`config.mk`:
```
export PLATFORM = sky130hd
export DESIGN_NAME = kg_arb2
export DESIGN_NICKNAME = d
export VERILOG_FILES = /design/src/rtl/kg_arb2.sv
export SDC_FILE = /design/constraint.sdc
export NUM_CORES = 1
export LEC_CHECK = 0
export CORE_AREA = 2 2 276 278
export CTS_CLUSTER_SIZE = 28
export DETAILED_ROUTE_END_ITERATION = 10
export DIE_AREA = 0 0 278 280
export GPL_ROUTABILITY_DRIVEN = 0
export PLACE_DENSITY_LB_ADDON = 0.2
export SLEW_MARGIN = 15
export SYNTH_ARGS = -nofsm -noshare
export SYNTH_HDL_FRONTEND = slang
export SYNTH_SLANG_ARGS = --single-unit
```
`constraint.sdc`:
```
create_clock -name clk -period 4.6 [get_ports clk]
set_input_delay 0.92 -clock clk [delete_from_list [all_inputs] [get_ports clk]]
set_output_delay 0.92 -clock clk [all_outputs]
set_load 0.005 [all_outputs]
```
`src/rtl/kg_arb2.sv`:
```
// Two-channel round-robin arbiter and start/done sequencer for one shared
// Kalman-gain engine, with a watchdog that turns a hung job into an error pulse.
`ifndef FXP_N
`define FXP_N 16
`endif
`ifndef FXP_FRAC
`define FXP_FRAC 12
`endif

module kg_arb2 #(
  parameter int N       = `FXP_N,
  parameter int FRAC    = `FXP_FRAC,
  parameter int TIMEOUT = 255
) (
  input  logic            clk,
  input  logic            rst,
  input  logic            req0,
  input  logic            req1,
  input  logic [12*N-1:0] ops0,
  input  logic [12*N-1:0] ops1,
  output logic            gnt0,
  output logic            gnt1,
  output logic            kvalid0,
  output logic            kvalid1,
  output logic            err0,
  output logic            err1,
  output logic [4*N-1:0]  k_out,
  output logic            busy,
  output logic            eng_start,
  output logic [12*N-1:0] eng_ops,
  input  logic            eng_done,
  input  logic [4*N-1:0]  eng_k
);

  typedef enum logic [1:0] {
    S_IDLE,
    S_LAUNCH,
    S_WAIT,
    S_RESP
  } state_t;

  localparam logic [15:0] TMO_LAST = 16'(TIMEOUT - 1);

  state_t          state_q, state_d;
  logic            sel_q, sel_d;
  logic            last_q, last_d;
  logic            err_q, err_d;
  logic [15:0]     cnt_q, cnt_d;
  logic [12*N-1:0] ops_q, ops_d;
  logic [4*N-1:0]  k_q, k_d;
  logic            win;

  // Fixed-point format is carried for the engine's benefit only.
  logic [31:0]     unused_frac;
  assign unused_frac = 32'(FRAC);

  // On a tie the channel that did not win last time gets the grant.
  always_comb begin
    win = 1'b0;
    if (req0 && req1) begin
      win = ~last_q;
    end else if (req1) begin
      win = 1'b1;
    end
  end

  always_comb begin
    state_d = state_q;
    sel_d   = sel_q;
    last_d  = last_q;
    err_d   = err_q;
    cnt_d   = cnt_q;
    ops_d   = ops_q;
    k_d     = k_q;
    case (state_q)
      S_IDLE: begin
        if (req0 || req1) begin
          state_d = S_LAUNCH;
          sel_d   = win;
          last_d  = win;
          ops_d   = win ? ops1 : ops0;
        end
      end
      S_LAUNCH: begin
        state_d = S_WAIT;
        cnt_d   = '0;
      end
      S_WAIT: begin
        if (eng_done) begin
          k_d     = eng_k;
          err_d   = 1'b0;
          state_d = S_RESP;
        end else if (cnt_q == TMO_LAST) begin
          err_d   = 1'b1;
          state_d = S_RESP;
        end else begin
          cnt_d = cnt_q + 16'd1;
        end
      end
      S_RESP: begin
        state_d = S_IDLE;
      end
      default: begin
        state_d = S_IDLE;
      end
    endcase
  end

  always_ff @(posedge clk) begin
    if (rst) begin
      state_q <= S_IDLE;
      sel_q   <= 1'b0;
      last_q  <= 1'b1;
      err_q   <= 1'b0;
      cnt_q   <= '0;
      ops_q   <= '0;
      k_q     <= '0;
    end else begin
      state_q <= state_d;
      sel_q   <= sel_d;
      last_q  <= last_d;
      err_q   <= err_d;
      cnt_q   <= cnt_d;
      ops_q   <= ops_d;
      k_q     <= k_d;
    end
  end

  always_comb begin
    busy      = (state_q != S_IDLE);
    eng_start = (state_q == S_LAUNCH);
    gnt0      = (state_q == S_LAUNCH) && !sel_q;
    gnt1      = (state_q == S_LAUNCH) &&  sel_q;
    kvalid0   = (state_q == S_RESP) && !err_q && !sel_q;
    kvalid1   = (state_q == S_RESP) && !err_q &&  sel_q;
    err0      = (state_q == S_RESP) &&  err_q && !sel_q;
    err1      = (state_q == S_RESP) &&  err_q &&  sel_q;
    eng_ops   = ops_q;
    k_out     = k_q;
  end

endmodule
```
After elaboration in Yosys (flattened, before gate mapping)
Index checks and enable logic that the tools add are counted.

cells by class
  add/subtract/negate cells = 1
  equality and inequality tests = 8
  muxes and demuxes = 12
  bitwise gates (word level) = 1
  reductions and logical operators = 21

operators by type and width
  operator                                         number
  two-way mux 192 bit                              1
  two-way mux 16 bit                               2
  one-hot mux 16 bit (2 select lines)              1
  adder 16 x 1 -> 16 bit (second input constant)   1
  == test 16 x 8 -> 1 bit (second input constant)  1
  logical AND 1 bit                                9
  one-hot mux 2 bit (4 select lines)               1
  AND reduction 2 bit                              4
  two-way mux 2 bit                                3
  != test 2 bit (second input constant)            3
  nonzero test 2 bit                               3
  == test 2 bit (second input constant)            2
  two-way mux 1 bit                                4
  != test 3 bit (second input constant)            1
  AND reduction 3 bit                              1
  == test 2 x 1 -> 1 bit (second input constant)   1
  zero test 1 bit                                  2
  zero test 2 bit                                  1
  logical OR 1 bit                                 1
  NOT 1 bit                                        1

word-level totals
  flip-flop bits (word level) = 277
  input port bits = 453
  output and inout port bits = 264
  word-level logic and storage cells = 50

Logic depth before layout (Yosys ltp)
Gate-level depths: netlist of the first run.

  word-level depth = 4
  mapped depth = 8
  depth with buffers taken out = 6

Least setup slack after synthesis of the first run
OpenSTA, ideal clock, no wires.

  kind = input -> register
  start point = in req1
  end point = reg ops_q[115], in the netlist eng_ops[115]
  library setup time = 0.137 ns
  arrival = 2.030 ns
  required time = 4.463 ns
  slack = 2.432 ns
  stages on the path = 5
  buffers on the path = 2
  cell sequence = a21boi_1 clkbuf_1 buf_2 mux2i_1 a211oi_1

between the ends
  longest elaborated chain between the ends = 3
  elaborated cells between the ends (all ways) = 6
  classes of those cells = mux (3); reduce/logical (3)

ends and longest elaborated chain
  item                                                           line    source
  start, declared                                                18      input logic req1,
  two-way mux 1 bit / logical AND 1 bit (equally long branches)  62, 60
  two-way mux 1 bit                                              60      if (req0 && req1) begin
  two-way mux 192 bit                                            81      ops_d = win ? ops1 : ops0;
  end signal, assigned                                           124     ops_q <= ops_d;
  end, declared                                                  49      logic [12*N-1:0] ops_q, ops_d;

Several ways; a longest one is shown, not always the timed one.
A chain may end at the register's enable or synchronous reset.

Worst setup path after layout of the first run
  start point = reg state_q[0]
  end point = out busy

between the ends
  longest elaborated chain between the ends = 1

ends and longest elaborated chain
  item                    line  source
  start, declared         44    state_t state_q, state_d;
  start signal, assigned  119   state_q <= state_d;
  nonzero test 2 bit      130   busy = (state_q != S_IDLE);
  end, declared           28    output logic busy,

No other way between the ends.

==> impl_results.md, run 1 <==
- Status: finished clean
- Initial Utilization: 0.1578
- Hold path endpoint: k_out[0]$_SDFFE_PP0P_
- Root buffer cell: clkbuf_16
- Primary FF master, synth: dfxtp_1
- Rows: 101
- Nets@finish: 2,435
- Initial DRC count: 369
- Hold_buf cts: 0
- Post-CTS setup buffer count: 0
- Critical path launch point type: register
- Async set-reset flop share out of synthesis: 0
- Hold path cells: 2
- Min cycle time layout: 2.859 ns
- Clk buf depth: 3
- Leak Pwr: 0.007589 uW
- Layout cells sized above 1: 0.05000
- Slew Limit Fails: 0
- RR Endpoint: cnt_q[14]$_SDFFE_PP0P_
- R2R setup slack: 1.91 ns
- Avg Inst Size Synth: 9.099 sq um
- Peak VDD IR: 234.8 uV
- Yosys warns: 0
- Num CTS Buffers: 37
- Max Cap Violations: 0
- Pre-CTS WS: 1.517 ns
- PwrDens: 487.9 nW/um^2
- Worst Path Class, Setup: reg -> out
- Area of the core: 75,190 sq um
- Worst Path Arrival: 1.94 ns
- Routed Antenna Nets: 0
- Post-synth EDFFs: 0
- Post-DP HPWL: 40,080 microns
- WHS: 0.4522 ns
- Initial antenna violation count: 1
- Die area: 77,840 sq um
- Worst r2r src: state_q[0]$_SDFFE_PP0P_
- Hold path startpoint: k_out[0]$_SDFFE_PP0P_
- Worst slew margin: 0.4465
- Die Width: 278 microns
- GRT overflow: 0
- Final worst slack: 1.741 ns
- Clock latency on the worst-skew pair: 0.54 ns
- Most common cell after layout, fill and taps aside: clkdlybuf4s50_1
- Reg clk slew, reported paths: 0.05 ns
- Sequential area share after synthesis: 0.4674
- CP max FO: 6
- Global-route wire length before repair: 76,390 microns
- Largest net degree at the start of global routing: 103
- Tot Pwr: 10,400 uW
- DR pass1 iterations: 4
- Post_cts resized: 0
- Final setup fails: 0
- Die Span Y: 280 microns
- Skew final: 0.009229 ns
- Via Count: 11,960
- Clk sinks: 277
- Number of port buffers: 716
- Synth Register Bits: 277
- Layout area overhead: 79.57%
- Residual DRC: 0
- GR Util All Layers: 0.1283
- Cell area after synthesis: 11,870 sq um
- Vias in the first global route: 12,120
- Leading cell types in the layout, fill and taps excluded: clkdlybuf4s50_1 (715), dfxtp_1 (277), nor2_1 (196), mux2i_1 (193), a211oi_1 (192)
- Worst slew pin tran: 0.8212 ns
- Post-Syn Nets: 1,764
- WP data required: 3.68 ns
- Synth unique cells: 46
- Final Hold Fails: 0
- Period utilisation layout: 0.6216
- # IOs: 717
- Htree depth: 2
- Post-Route WL: 52,520 microns
- CTS tree: built
- Syn Inst Count: 1,304
- Post-layout util: 0.2834
- WL/cell: 17.63 microns
- Fmax: 0.3497 GHz
- R2R depth: 6
- Setup_tns: 0 ns
- Unrepaired setup endpoints after global routing: no
- HP Class: reg -> reg
- Crit. End Element: output pin
- Via-to-Cell Ratio: 4.016
==> report_power, final <==
part	leakage [uW]	switching, uW	internal (uW)
Sequential	0.00228	366	3050
Combinational	0.00472	1970	2190
Clock	0.000581	1120	1690
==> critical path, stage by stage, from the launching register on <==
cell             delay (ns)
dfxtp_1                0.39
inv_1                  0.10
ha_1                   0.28
inv_1                  0.10
clkdlybuf4s50_1        0.52
==> metal layers <==
| metal | global-route usage | share of wire | wire (microns) |
|---|---|---|---|
| met3 | 0.04180 | 0.076 | 3992 |
| met2 | 0.2377 | 0.52 | 27240 |
| met1 | 0.1397 | 0.39 | 20280 |
| met4 | 0.03340 | 0.019 | 994 |
| met5 | 0 | 0 | 0 |
==> cell usage after synthesis (all sizes together), types with 2 or more instances <==
master / instances / area (sq um)
a211oi: 192 / 1441
a21oi: 73 / 365.4
a31oi: 6 / 52.55
and2: 2 / 12.51
and3: 4 / 25.02
and4: 2 / 17.52
buf: 36 / 192.7
clkbuf: 84 / 315.3
dfxtp: 277 / 5545
ha: 7 / 87.58
inv: 10 / 37.54
mux2i: 193 / 1932
nand2: 146 / 548.0
nand3: 7 / 35.03
nand4: 8 / 50.05
nand4b: 3 / 26.28
nor2: 196 / 735.7
nor2b: 3 / 18.77
nor3: 5 / 25.02
nor3b: 2 / 15.01
nor4: 5 / 31.28
o2111ai: 2 / 17.52
o211ai: 6 / 45.04
o21a: 2 / 15.01
o21ai: 2 / 10.00
o311ai: 7 / 61.31
o31ai: 2 / 15.01
or4: 11 / 86.33
or4b: 2 / 23.77
==> cell type report <==
type / instances / area (sq um)
Fill cell: 7881 / 53880
Timing Repair Buffer: 752 / 7530
Multi-Input combinational cell: 897 / 5797
Sequential cell: 277 / 5545
Tap cell: 978 / 1224
Clock buffer: 58 / 1137
Inverter: 10 / 37.54
Clock inverter: 6 / 33.78
Antenna cell: 1 / 2.502
==> worst max-delay path by stage <==
stage / startpoint / endpoint / slack (ns) / cells after the start
global route: state_q[0]$_SDFFE_PP0P_ / cnt_q[15]$_SDFFE_PP0P_ / 1.60 / 6
finish: state_q[0]$_SDFFE_PP0P_ / busy / 1.74 / 4
detailed placement: req1 / eng_ops[55]$_SDFFE_PP0P_ / 1.52 / 6
global placement: req1 / eng_ops[6]$_SDFFE_PP0P_ / 1.57 / 6
CTS: state_q[0]$_SDFFE_PP0P_ / busy / 1.66 / 4
floorplan: req1 / eng_ops[115]$_SDFFE_PP0P_ / 2.43 / 5
==> flip-flops by register name (all words and copies together) (netlist names) <==
| name | flops |
|---|---|
| k_out | 64 |
| sel_q | 1 |
| last_q | 1 |
| eng_ops | 192 |
| state_q | 2 |
| err_q | 1 |
| cnt_q | 16 |
==> kinds of logic (layout without fill, tap and decap cells) <==
| family | count (synthesis) | in the layout | share of synthesized area |
|---|---|---|---|
| and+or+nand+nor | 401 | 401 | 0.1425 |
| muxes | 193 | 193 | 0.1628 |
| other | 0 | 1 | 0 |
| AOI/OAI and AO/OA | 296 | 296 | 0.1740 |
| buffers and inverters | 130 | 826 | 0.04598 |
| DFF | 277 | 277 | 0.4674 |
| adders and majority gates | 7 | 7 | 0.007381 |
==> per-stage QoR <==
step | instance area (sq um) | cells
final | 21310 | 2979
after detailed placement | 20130 | 2914
after floorplan | 11870 | 1304
after global placement | 20130 | 2914
after CTS | 21300 | 2978
after global routing | 21300 | 2978
Power figures use the tool's default switching activity.
==> run 2, diff against run 1 <==
Settings changed: CORE_AREA 2 2 276 278 to 2 2 279 281, DIE_AREA 0 0 278 280 to 0 0 281 283.
Clock period 4.6 ns to 2.7 ns, I/O delays scaled along.
==> run 2 against run 1 <==
Against the previous run: total power up 74%; clock power rose by 84%; final cell count up 2.3%; sequential power up 70%; worst hold slack lost 0.00074 ns; register-to-register slack worse by 1.3 ns; largest power group unchanged; critical path depth shrank 1; first-iteration DRC count is 3.0% lower; via count up 1.1%; wire length grew 1.6%.
==> impl_results.md, run 2 (synthesis gave the netlist of run 1 again) <==
- Largest net degree at the start of global routing: 132 (was 103)
- Initial Utilization: 0.1547 (was 0.1578)
- Max Cap Violations: 0 (unchanged)
- Critical path launch point type: register (unchanged)
- Wl on met1: 19,730 microns (was 20,280 microns)
- Post-layout util: 0.2822 (was 0.2834)
- Rows: 102 (was 101)
- Initial DRC count: 358 (was 369)
- RR Endpoint: cnt_q[12]$_SDFFE_PP0P_ (was cnt_q[14]$_SDFFE_PP0P_)
- WP data required: 2.16 ns (was 3.68 ns)
- Layout cells sized above 1: 0.05426 (was 0.05000)
- Worst slew pin tran: 0.6594 ns (was 0.8212 ns)
- Clock latency on the worst-skew pair: 0.54 ns (about the same)
- Clk sinks: 277 (unchanged)
- Num CTS Buffers: 38 (was 37)
- GRT overflow: 0 (unchanged)
- Max reg flops: 192 (unchanged)
- Routed wl met2: 27,920 microns (was 27,240 microns)
- # fillers: 8,077 (was 7,881)
- Nets@finish: 2,441 (was 2,435)
- Crit. End Element: output pin (unchanged)
- Die Span Y: 283 microns (was 280 microns)
- R2R depth: 6 (unchanged)
- PwrDens: 837.3 nW/um^2 (was 487.9 nW/um^2)
- Peak VDD IR: 395.1 uV (was 234.8 uV)
- Min cycle time layout: 2.442 ns
- Reg clk slew, reported paths: 0.05 ns (about the same)
- R2R setup slack: 0.59 ns (was 1.91 ns)
- Setup_tns: 0 ns (unchanged)
- Worst r2r src: state_q[1]$_SDFFE_PP0P_ (was state_q[0]$_SDFFE_PP0P_)
- Area of the core: 76,700 sq um (was 75,190 sq um)
- # IOs: 717 (unchanged)
- CTS tree: built (unchanged)
- DR pass1 iterations: 4 (unchanged)
- Global-route wire length before repair: 78,990 microns (was 76,390 microns)
- Die Width: 281 microns (was 278 microns)
- Layout area overhead: 82.41% (was 79.57%)
- Worst Path Class, Setup: reg -> out (unchanged)
- GR Util All Layers: 0.1300 (was 0.1283)
- Slew Limit Fails: 0 (unchanged)
- Htree depth: 2 (unchanged)
- Leak Pwr: 0.007705 uW (was 0.007589 uW)
- Worst Setup SP: state_q[1]$_SDFFE_PP0P_ (was state_q[0]$_SDFFE_PP0P_)
- Clk buf depth: 3 (unchanged)
- Post-CTS setup buffer count: 0 (unchanged)
- Post-DP HPWL: 40,480 microns (was 40,080 microns)
- WL/cell: 17.49 microns (was 17.63 microns)
- Unrepaired setup endpoints after global routing: no (unchanged)
- Initial antenna violation count: 2 (was 1)
- HP Class: reg -> reg (unchanged)
- Root buffer cell: clkbuf_16 (unchanged)
- Number of port buffers: 716 (unchanged)
- Post-Route WL: 53,340 microns (was 52,520 microns)
- CP max FO: 4 (was 6)
- Fmax: 0.4095 GHz
- Leading cell types in the layout, fill and taps excluded: clkdlybuf4s50_1 (715), dfxtp_1 (277), nor2_1 (196), mux2i_1 (193), a211oi_1 (192) (unchanged)
- Skew final: 0.01642 ns (was 0.009229 ns)
- Setup crit end: kvalid0 (was busy)
- Status: finished clean (unchanged)
- Worst slew margin: 0.5570 (was 0.4465)
- Via-to-Cell Ratio: 3.967 (was 4.016)
- Final setup fails: 0 (unchanged)
- Residual DRC: 0 (unchanged)
- Post_cts resized: 0 (unchanged)
- Hold_buf cts: 0 (unchanged)
- Most common cell after layout, fill and taps aside: clkdlybuf4s50_1 (unchanged)
- Met3 wire length: 3974 microns (was 3992 microns)
- Via Count: 12,100 (was 11,960)
- Die area: 79,520 sq um (was 77,840 sq um)
- Final Hold Fails: 0 (unchanged)
- Routed Antenna Nets: 0 (unchanged)
- Diodes inserted: 0 (was 1)
- Vias in the first global route: 12,450 (was 12,120)
- Max Used Layer: met5 (was met4)
- Worst Path Arrival: 1.90 ns (was 1.94 ns)
- Period utilisation layout: 0.9043
## run 2: worst max-delay path, cell delays in order, from the launching register on
cell,delay (ns)
dfxtp_1,0.39
ha_1,0.23
nor3b_1,0.20
clkdlybuf4s50_1,0.55
## run 2: how the worst min path moves through the flow
stage,from,to,slack [ns],depth (start not counted)
5_1_grt,k_out[43]$_SDFFE_PP0P_,k_out[43]$_SDFFE_PP0P_,0.47,2
2_1_floorplan,k_out[0]$_SDFFE_PP0P_,k_out[0]$_SDFFE_PP0P_,0.45,2
6_report,k_out[55]$_SDFFE_PP0P_,k_out[55]$_SDFFE_PP0P_,0.45,2
3_5_place_dp,k_out[55]$_SDFFE_PP0P_,k_out[55]$_SDFFE_PP0P_,0.45,2
3_3_place_gp,k_out[8]$_SDFFE_PP0P_,k_out[8]$_SDFFE_PP0P_,0.44,2
4_1_cts,rst,sel_q$_SDFFE_PP0P_,0.43,2
## run 2: cell type report
cell class | instances | area [sq um] | area share
timing repair buffer | 757 | 7680 | 0.3548
multi-input combinational | 897 | 5797 | 0.2678
sequential | 277 | 5545 | 0.2562
tap | 1040 | 1301 | 0.06012
clock buffer | 63 | 1229 | 0.05677
clock inverter | 5 | 53.80 | 0.002486
inverter | 10 | 37.54 | 0.001734
## run 2: routing by layer
layer,track usage,vias up
met5,0,-
met4,0.04626,4
met3,0.04197,86
met2,0.2412,417
li1,-,6036
met1,0.1354,5553
## run 2: through the flow
step | power, uW | cells | hold slack [ns] | worst slack [ns] | area, sq um
after floorplan | 8893 | 1304 | 0.4527 | 0.7362 | 11870
after global placement | 13130 | 2981 | 0.4418 | 0.1508 | 20360
after detailed placement | 13180 | 2981 | 0.4478 | 0.1008 | 20360
after CTS | 18590 | 3049 | 0.4294 | 0.1933 | 21640
after global routing | 19380 | 3049 | 0.4656 | 0.1026 | 21640
final | 18120 | 3049 | 0.4515 | 0.2583 | 21640
## run 2: power by group
part	internal [uW]	switching, uW	leakage [uW]
logic	3810	3340	0.00479
registers	5200	607	0.00228
clock network	3190	1980	0.000633
total	12200	5930	0.00771
==> run 3, diff against run 2 <==
Settings changed: MAX_ROUTING_LAYER set to met4.
==> run 3 against run 2 <==
Against the previous run: combinational power about the same; wire length about the same; via count about the same; non-clock buffer count unchanged; maximum frequency about the same; total power about the same; sequential share of layout area about the same; sequential power about the same; critical path type unchanged.
==> impl_results.md, run 3 (synthesis gave the netlist of run 1 again) <==
- DR pass1 iterations: 5 (was 4)
- Worst slew margin: 0.5525 (was 0.5570)
- GR Util All Layers: 0.1339 (was 0.1300)
- Setup_tns: 0 ns (unchanged)
- Area of the core: 76,700 sq um (unchanged)
- WHS: 0.4515 ns (about the same)
- Number of port buffers: 716 (unchanged)
- Clock latency on the worst-skew pair: 0.54 ns (about the same)
- Hold path cells: 2 (unchanged)
- R2R setup slack: 0.59 ns (about the same)
- Unrepaired setup endpoints after global routing: no (unchanged)
- Reg clk slew, reported paths: 0.05 ns (about the same)
- Htree depth: 2 (unchanged)
- Register Area: 5545 sq um (unchanged)
- Die Span Y: 283 microns (unchanged)
- CTS tree: built (unchanged)
- Hold path endpoint: k_out[55]$_SDFFE_PP0P_ (unchanged)
- Pre-CTS WS: 0.1008 ns (unchanged)
- CP delay by family, top: buffers and inverters (unchanged)
- Peak VDD IR: 395.5 uV (was 395.1 uV)
- Worst slew pin tran: 0.6661 ns (was 0.6594 ns)
- Die Width: 281 microns (unchanged)
- WP data required: 2.16 ns (about the same)
- Final worst slack: 0.2576 ns (was 0.2583 ns)
- Post-CTS setup buffer count: 0 (unchanged)
- Leading cell types in the layout, fill and taps excluded: clkdlybuf4s50_1 (715), dfxtp_1 (277), nor2_1 (196), mux2i_1 (193), a211oi_1 (192) (unchanged)
- CP max FO: 4 (unchanged)
- Critical path launch point type: register (unchanged)
- Skew final: 0.01346 ns (was 0.01642 ns)
- Num CTS Buffers: 38 (unchanged)
- Root buffer cell: clkbuf_16 (unchanged)
- Worst Path Arrival: 1.90 ns (about the same)
- Fmax: 0.4094 GHz (was 0.4095 GHz)
- Vias in the first global route: 12,490 (was 12,450)
- Worst Path Class, Setup: reg -> out (unchanged)
- Via-to-Cell Ratio: 3.965 (was 3.967)
- Residual DRC: 0 (unchanged)
- GRT overflow: 0 (unchanged)
- Most common cell after layout, fill and taps aside: clkdlybuf4s50_1 (unchanged)
- Layout cells sized above 1: 0.05426 (unchanged)
- Initial DRC count: 395 (was 358)
- Clk buf depth: 3 (unchanged)
- Initial Utilization: 0.1547 (unchanged)
- Die area: 79,520 sq um (unchanged)
- Rows: 102 (unchanged)
- Final setup fails: 0 (unchanged)
- Via Count: 12,100 (about the same)
- Clk sinks: 277 (unchanged)
- Hold_buf cts: 0 (unchanged)
- HP Class: reg -> reg (unchanged)
- Max Cap Violations: 0 (unchanged)
- Worst r2r src: state_q[1]$_SDFFE_PP0P_ (unchanged)
- Nets@finish: 2,441 (unchanged)
- Worst Setup SP: state_q[1]$_SDFFE_PP0P_ (unchanged)
- Post-Route WL: 53,330 microns (was 53,340 microns)
- Crit. End Element: output pin (unchanged)
- RR Endpoint: cnt_q[12]$_SDFFE_PP0P_ (unchanged)
- R2R depth: 6 (unchanged)
- WL/cell: 17.48 microns (was 17.49 microns)
- Hold path startpoint: k_out[55]$_SDFFE_PP0P_ (unchanged)
- Initial antenna violation count: 2 (unchanged)
- Routed Antenna Nets: 0 (unchanged)
- Post_cts resized: 0 (unchanged)
- Crit-path cells: ha_1, nor3b_1, clkdlybuf4s50_1 (unchanged)
- Largest net degree at the start of global routing: 132 (unchanged)
- Critical path's largest stage delay: 0.55 ns (about the same)
- Area of the multi-input gates: 5797 sq um (unchanged)
- Max reg flops: 192 (unchanged)
- Layout area overhead: 82.45% (was 82.41%)
- Min cycle time layout: 2.442 ns (about the same)
- Period utilisation layout: 0.9046 (was 0.9043)
- Post-DP HPWL: 40,480 microns (unchanged)
- # fillers: 8,075 (was 8,077)
- CP max-delay cell: clkdlybuf4s50_1 (unchanged)
- Global-route wire length before repair: 78,790 microns (was 78,990 microns)
- Status: finished clean (unchanged)
- # IOs: 717 (unchanged)
- Leak Pwr: 0.007705 uW (about the same)
- PwrDens: 836.7 nW/um^2 (was 837.3 nW/um^2)
- Final Hold Fails: 0 (unchanged)
- Slew Limit Fails: 0 (unchanged)
- CP bufs+invs: 1 (unchanged)
==> run 3: metrics by stage <==
stage	power [uW]	utilization	area [sq um]	instances
after floorplan	8893	-	11870	1304
after CTS	18590	0.2822	21640	3049
after global routing	19380	0.2822	21650	3051
after detailed placement	13180	0.2655	20360	2981
after global placement	13130	0.2655	20360	2981
final	18110	0.2822	21650	3051
==> run 3: per-layer routing <==
metal / up-vias / track usage / routed length (microns)
met4: 0 / 0.04626 / 1749
met2: 407 / 0.2407 / 27760
met1: 5559 / 0.1371 / 19890
met3: 86 / 0.03983 / 3935
li1: 6045 / - / -
met5: - / - / 0
==> run 3: how the worst max path moves through the flow <==
| stage | to | slack [ns] | cells past startpoint |
|---|---|---|---|
| 2_1_floorplan | state_q[1]$_SDFFE_PP0P_ | 0.74 | 7 |
| 3_3_place_gp | eng_ops[183]$_SDFFE_PP0P_ | 0.15 | 6 |
| 3_5_place_dp | eng_ops[183]$_SDFFE_PP0P_ | 0.10 | 6 |
| 4_1_cts | kvalid0 | 0.19 | 3 |
| 5_1_grt | kvalid0 | 0.10 | 3 |
| 6_report | kvalid0 | 0.26 | 3 |
==> run 3: area by class of cell <==
| cell class | count | area share |
|---|---|---|
| Multi-Input combinational cell | 897 | 0.2678 |
| Timing Repair Buffer | 757 | 0.3548 |
| Clock inverter | 5 | 0.002485 |
| Antenna cell | 2 | 0.0002312 |
| Inverter | 10 | 0.001734 |
| Sequential cell | 277 | 0.2562 |
| Clock buffer | 63 | 0.05676 |
| Tap cell | 1040 | 0.06011 |
==> run 3: power breakdown <==
part,internal [uW],switching (uW),total (uW)
registers,5200,607,5810
clock network,3180,1970,5160
logic,3810,3340,7150
==> run 3: worst register-to-register path: cells and delay by family, from the launching register on <==
family                   cells  cell delay, ns
AO/OA/AOI/OAI                1            0.19
adder cells (fa/ha/maj)      1            0.34
buffers and inverters        1            0.10
flip-flops                   1            0.39
AND/OR/NAND/NOR              3            1.01
